===== src/rtl/id_stage_pipe.sv =====
// Instruction-decode stage with register file, write-back bypass, load-use
// bubble insertion and ID/EX pipeline register. Optional macro: ID_ILLEGAL_TRAP_EN.
module id_stage_pipe #(
    parameter int PC_SIZE = 10,
    parameter int XLEN    = 8,
    parameter int NREGS   = 32
) (
    input  logic                     clock,
    input  logic                     reset,
    input  logic                     if_valid,
    input  logic [PC_SIZE-1:0]       if_pc,
    input  logic [31:0]              if_instr,
    output logic                     id_ready,
    input  logic                     ex_stall,
    input  logic                     flush,
    input  logic                     wb_en,
    input  logic [$clog2(NREGS)-1:0] wb_rd,
    input  logic [XLEN-1:0]          wb_data,
    output logic                     ex_valid,
    output logic [PC_SIZE-1:0]       ex_pc,
    output logic [XLEN-1:0]          ex_rs1_data,
    output logic [XLEN-1:0]          ex_rs2_data,
    output logic [11:0]              ex_imm,
    output logic [9:0]               ex_funct,
    output logic [$clog2(NREGS)-1:0] ex_rs1,
    output logic [$clog2(NREGS)-1:0] ex_rs2,
    output logic [$clog2(NREGS)-1:0] ex_rd,
    output logic                     ex_branch,
    output logic                     ex_mem_read,
    output logic                     ex_mem_to_reg,
    output logic                     ex_mem_write,
    output logic                     ex_alu_src,
    output logic                     ex_reg_write,
`ifdef ID_ILLEGAL_TRAP_EN
    output logic                     ex_illegal,
`endif
    output logic [1:0]               ex_alu_op
);

    localparam int RA_W = $clog2(NREGS);

    typedef struct packed {
        logic       branch;
        logic       mem_read;
        logic       mem_to_reg;
        logic       mem_write;
        logic       alu_src;
        logic       reg_write;
        logic [1:0] alu_op;
    } ctl_t;

    typedef struct packed {
        logic               valid;
        logic [PC_SIZE-1:0] pc;
        logic [XLEN-1:0]    rs1_data;
        logic [XLEN-1:0]    rs2_data;
        logic [11:0]        imm;
        logic [9:0]         funct;
        logic [RA_W-1:0]    rs1;
        logic [RA_W-1:0]    rs2;
        logic [RA_W-1:0]    rd;
        ctl_t               ctl;
`ifdef ID_ILLEGAL_TRAP_EN
        logic               illegal;
`endif
    } idex_t;

    idex_t           idex_q, idex_d;
    logic [XLEN-1:0] rf_q [NREGS];
    logic [XLEN-1:0] rf_d [NREGS];

    ctl_t            dec_ctl;
    logic [11:0]     dec_imm;
    logic            rs2_used;
    logic            known_op;
    logic [RA_W-1:0] rs1_idx, rs2_idx, rd_idx;
    logic [XLEN-1:0] rs1_val, rs2_val;
    logic            hz;

    always_comb begin
        dec_ctl  = '0;
        dec_imm  = '0;
        rs2_used = 1'b0;
        known_op = 1'b1;
        rs1_idx  = RA_W'(if_instr[19:15]);
        rs2_idx  = RA_W'(if_instr[24:20]);
        rd_idx   = RA_W'(if_instr[11:7]);
        case (if_instr[6:0])
            7'b0110011: begin
                dec_ctl.alu_op    = 2'b10;
                dec_ctl.reg_write = 1'b1;
                rs2_used          = 1'b1;
            end
            7'b0010011: begin
                dec_ctl.alu_op    = 2'b10;
                dec_ctl.alu_src   = 1'b1;
                dec_ctl.reg_write = 1'b1;
                dec_imm           = if_instr[31:20];
            end
            7'b0000011: begin
                dec_ctl.alu_src    = 1'b1;
                dec_ctl.mem_read   = 1'b1;
                dec_ctl.mem_to_reg = 1'b1;
                dec_ctl.reg_write  = 1'b1;
                dec_imm            = if_instr[31:20];
            end
            7'b0100011: begin
                dec_ctl.alu_src   = 1'b1;
                dec_ctl.mem_write = 1'b1;
                dec_imm           = {if_instr[31:25], if_instr[11:7]};
                rs2_used          = 1'b1;
            end
            7'b1100011: begin
                dec_ctl.alu_op = 2'b01;
                dec_ctl.branch = 1'b1;
                dec_imm        = {if_instr[31], if_instr[7], if_instr[30:25], if_instr[11:8]};
                rs2_used       = 1'b1;
            end
            default: known_op = 1'b0;
        endcase
    end

    // Same-cycle write-back wins over the stored value so a dependent
    // instruction in ID never sees stale data.
    always_comb begin
        if (rs1_idx == '0)
            rs1_val = '0;
        else if (wb_en && (wb_rd != '0) && (wb_rd == rs1_idx))
            rs1_val = wb_data;
        else
            rs1_val = rf_q[rs1_idx];

        if (rs2_idx == '0)
            rs2_val = '0;
        else if (wb_en && (wb_rd != '0) && (wb_rd == rs2_idx))
            rs2_val = wb_data;
        else
            rs2_val = rf_q[rs2_idx];
    end

    always_comb begin
        rf_d = rf_q;
        if (wb_en && (wb_rd != '0))
            rf_d[wb_rd] = wb_data;
    end

    assign hz = idex_q.valid && idex_q.ctl.mem_read && (idex_q.rd != '0) &&
                ((idex_q.rd == rs1_idx) || ((idex_q.rd == rs2_idx) && rs2_used));
    assign id_ready = !ex_stall && !hz;

    always_comb begin
        idex_d = idex_q;
        if (flush) begin
            idex_d.valid = 1'b0;
            idex_d.ctl   = '0;
`ifdef ID_ILLEGAL_TRAP_EN
            idex_d.illegal = 1'b0;
`endif
        end else if (ex_stall) begin
            idex_d = idex_q;
        end else if (hz) begin
            idex_d.valid = 1'b0;
            idex_d.ctl   = '0;
`ifdef ID_ILLEGAL_TRAP_EN
            idex_d.illegal = 1'b0;
`endif
        end else begin
            idex_d.valid    = if_valid;
            idex_d.pc       = if_pc;
            idex_d.rs1_data = rs1_val;
            idex_d.rs2_data = rs2_val;
            idex_d.imm      = dec_imm;
            idex_d.funct    = {if_instr[31:25], if_instr[14:12]};
            idex_d.rs1      = rs1_idx;
            idex_d.rs2      = rs2_idx;
            idex_d.rd       = rd_idx;
            idex_d.ctl      = if_valid ? dec_ctl : '0;
`ifdef ID_ILLEGAL_TRAP_EN
            idex_d.illegal  = if_valid && !known_op;
`endif
        end
    end

    always_ff @(posedge clock) begin
        if (reset) begin
            idex_q <= '0;
            rf_q   <= '{default: '0};
        end else begin
            idex_q <= idex_d;
            rf_q   <= rf_d;
        end
    end

    assign ex_valid      = idex_q.valid;
    assign ex_pc         = idex_q.pc;
    assign ex_rs1_data   = idex_q.rs1_data;
    assign ex_rs2_data   = idex_q.rs2_data;
    assign ex_imm        = idex_q.imm;
    assign ex_funct      = idex_q.funct;
    assign ex_rs1        = idex_q.rs1;
    assign ex_rs2        = idex_q.rs2;
    assign ex_rd         = idex_q.rd;
    assign ex_branch     = idex_q.ctl.branch;
    assign ex_mem_read   = idex_q.ctl.mem_read;
    assign ex_mem_to_reg = idex_q.ctl.mem_to_reg;
    assign ex_mem_write  = idex_q.ctl.mem_write;
    assign ex_alu_src    = idex_q.ctl.alu_src;
    assign ex_reg_write  = idex_q.ctl.reg_write;
    assign ex_alu_op     = idex_q.ctl.alu_op;
`ifdef ID_ILLEGAL_TRAP_EN
    assign ex_illegal    = idex_q.illegal;
`else
    logic unused_known;
    assign unused_known  = known_op;
`endif

endmodule


===== config.mk =====
export PLATFORM = sky130hd
export DESIGN_NAME = id_stage_pipe
export DESIGN_NICKNAME = d
export VERILOG_FILES = /design/src/rtl/id_stage_pipe.sv
export SDC_FILE = /design/constraint.sdc
export NUM_CORES = 1
export LEC_CHECK = 0
export CORE_MARGIN = 2
export CORE_UTILIZATION = 59
export DETAILED_ROUTE_END_ITERATION = 10
export GPL_TIMING_DRIVEN = 0
export PLACE_DENSITY = 0.92
export RECOVER_POWER = 50
export SKIP_CTS_REPAIR_TIMING = 1
export SLEW_MARGIN = 25
export SYNTH_ARGS = -nofsm -noshare
export SYNTH_HDL_FRONTEND = slang
export SYNTH_SLANG_ARGS = --single-unit

===== constraint.sdc =====
create_clock -name clock -period 2.9 [get_ports clock]
set_clock_uncertainty 0.1 [all_clocks]
set_input_delay 0.58 -clock clock [delete_from_list [all_inputs] [get_ports clock]]
set_output_delay 0.58 -clock clock [all_outputs]
set_load 0.02 [all_outputs]

==> flow_metrics.py <==
metrics = {
    "status": {
        "status": "finished, violations left",
        "violations": "setup timing",
    },
    "power_and_ir_drop": {
        "power_density_mw_per_mm2": 535.0,
        "cellLeakagePower_nw": 7.181,
        "peakVddDrop_mv": 0.5638,
    },
    "grt": {
        "overflow": 0,
        "grt_pass1_wl_mm": 90.65,
        "antenna_found_initial": 1,
        "grt_use_total": 0.4240,
        "grt_max_degree": 14,
        "grt_pass1_vias": 14509,
    },
    "worst_setup_path": {
        "critical_path.max_fanout": 10,
        "reg2reg_slack_ns": 0.24,
        "crit_arrival_ns": 2.35,
        "criticalPathCategory": "in2out",
        "critPathLaunch": "if_instr[24]",
        "cp-end-kind": "output port",
        "reg2reg_depth": 7,
        "r2r-start": "ex_rd[1]",
        "start_kind": "primary input",
        "required_ns": 2.22,
    },
    "clock_network": {
        "path_clk_slew_ns": 0.06,
        "tritoncts": "built",
        "insertion_delay_ns": 0.53,
        "cts_max_level": 2,
        "clock_path_buffers": 3,
        "clock-root-buffer": "clkbuf_16",
        "cts_buffers": 35,
        "cts_sinks": 326,
    },
    "timing": {
        "hold_viol_final": 0,
        "tightest_slew_ns": 1.086,
        "maxSlewHeadroom": 0.2732,
        "finalCritPeriodShare": 1.044,
        "slew_viol_final": 0,
        "setup_viol": 3,
        "max_freq_ghz": 0.3303,
        "period_needed_ns": 3.028,
        "final.setup.tns_ns": -0.2352,
        "rsz0062_at_grt": "yes",
        "whs_ns": 0.3433,
        "worst_slack_ns": -0.1278,
    },
    "synthesis": {
        "synth.distinct_cells": 54,
        "synth-seq-cells": 326,
        "ys_warn_count": 0,
        "syn-cell-area_mm2": 0.01651,
        "ys_seq_area_frac": 0.3953,
        "avgSynthCellArea_um2": 10.13,
        "synthCells": 1629,
        "async_flop_share": 0,
        "synth_edf_count": 0,
        "synth_flop_cell": "dfxtp_1",
        "synthesis.nets": 1690,
    },
    "drt": {
        "drt_pass1_iterations": 8,
        "routed_wl_mm": 63.37,
        "via_per_inst": 6.925,
        "drtIter0Drc": 2432,
        "drtAntennaViolNets": 0,
        "via_count": 15144,
        "drc_errors": 0,
        "wl_per_cell_um": 28.98,
    },
    "place": {
        "port_buffers": 113,
        "place.gp.congestion": 1.058,
        "dpl_worst_slack_ns": -1.008,
        "dp_hpwl_mm": 44.40,
    },
    "die": {
        "initial_core_util": 0.5959,
        "die_w_um": 171.3,
        "chipHeight_um": 171.3,
        "rows": 61,
        "die-area_mm2": 0.02934,
        "pin_count": 134,
        "coreArea_mm2": 0.02771,
    },
    "min_path": {
        "holdCritStartpoint": "wb_data[7]",
        "holdPathStages": 3,
        "hold_path_class": "in2reg",
    },
    "finish": {
        "drive_gt1_frac": 0.1616,
        "area_growth_pct": 18.00,
        "fin_nets": 1845,
    },
    "run": {
        "maxCapViolations": 0,
    },
}
-- layout make-up --
class	count	area, µm²
fill	1993	8224
clock buffer	48	984.7
tap	378	473.0
multi-input combinational	1147	9415
sequential	326	6530
antenna	2	5.005
buffer	152	725.7
clock inverter	12	150.1
inverter	4	15.01
timing repair buffer	118	1182
-- through the flow --
step / instance area [µm²] / cells / power, W / util
2_1_floorplan: 16510 / 1629 / 0.005365 / -
3_3_place_gp: 18110 / 2120 / 0.005849 / 0.6538
3_5_place_dp: 18120 / 2120 / 0.005873 / 0.6542
4_1_cts: 19260 / 2180 / 0.01028 / 0.6952
5_1_grt: 19480 / 2186 / 0.01060 / 0.7031
6_report: 19480 / 2187 / 0.01042 / 0.7032
-- where the power goes --
part	total, W	internal (W)	switching, W
clock network	0.00454	0.00265	0.00190
registers	0.00460	0.00455	0.0000538
logic	0.00128	0.000441	0.000837
-- state kept, by name (all words and copies together) (netlist names), 5 cells and up --
signal       cells
ex_rd            5
rf_q           256
ex_rs2_data      8
ex_rs2           5
ex_rs1_data      8
ex_rs1           5
ex_pc           10
ex_imm          12
ex_funct        10
-- final timing paths --
kind	to
max	id_ready
min	rf_q[119]
max reg2reg	ex_rs1_data[5]
min reg2reg	rf_q[244]
-- metal layers --
metal	GRT usage	routed length [µm]
met1	0.5119	21950
met2	0.6280	27110
met3	0.1480	8952
met4	0.3106	5354
met5	0	0
-- cells in the mapped netlist (8+ instances only) --
cell	n	area share
dfxtp_1	326	0.40
nor2_1	296	0.067
mux2i_1	285	0.17
mux4_2	109	0.15
clkbuf_1	84	0.019
nand2_1	81	0.018
nand3_1	75	0.023
a21oi_1	50	0.015
buf_1	25	0.0057
buf_2	24	0.0073
nor2b_1	22	0.0083
nand2b_1	20	0.0076
o22ai_1	20	0.0076
a31oi_1	18	0.0068
mux2_2	18	0.012
xnor2_1	16	0.0085
a211oi_1	14	0.0064
a32oi_1	14	0.0074
a22oi_1	13	0.0059
buf_4	13	0.0059
nand4_1	11	0.0042
a2111oi_0	8	0.0042
nand3b_1	8	0.0036
nor2_2	8	0.0030
-- worst max-delay path, stage by stage --
cell and delay (ns):
clkdlybuf4s50_1 0.66, xnor2_1 0.18, nand3_1 0.17, nor4_4 0.37
nor2_4 0.08, buf_6 0.16, buf_6 0.13
-- placed cells by master (no fill, tap or decap), types with 5 or more instances in the layout --
cell / n
buf_6: 9
mux2i_1: 283
clkdlybuf4s50_1: 112
buf_1: 19
mux4_2: 109
o211ai_1: 7
clkbuf_2: 11
nand3_1: 75
nand2b_1: 20
a211oi_1: 14
xnor2_1: 16
clkbuf_1: 84
o22ai_1: 14
o21ai_0: 5
clkbuf_16: 35
nand4_1: 11
nand2_1: 79
nor3b_1: 7
nor2b_1: 22
a32oi_1: 14
a22oi_1: 13
a21oi_1: 50
mux2_2: 18
nor2_1: 287
nand3b_1: 8
nor2_2: 16
a31oi_1: 18
o22ai_2: 6
dfxtp_1: 323
buf_2: 23
buf_4: 17
clkbuf_8: 6
-- cells by family (layout without fill, tap and decap cells) --
| group | after synthesis | count (layout) | synth area share |
|---|---|---|---|
| AO/OA/AOI/OAI | 162 | 162 | 0.06624 |
| XOR/XNOR | 20 | 20 | 0.01061 |
| buffers and inverters | 156 | 334 | 0.04297 |
| flip-flops | 326 | 326 | 0.3953 |
| multiplexers | 412 | 412 | 0.3338 |
| other | 0 | 2 | 0 |
| AND/OR/NAND/NOR | 553 | 553 | 0.1511 |
(Power assumes the default switching activity.)
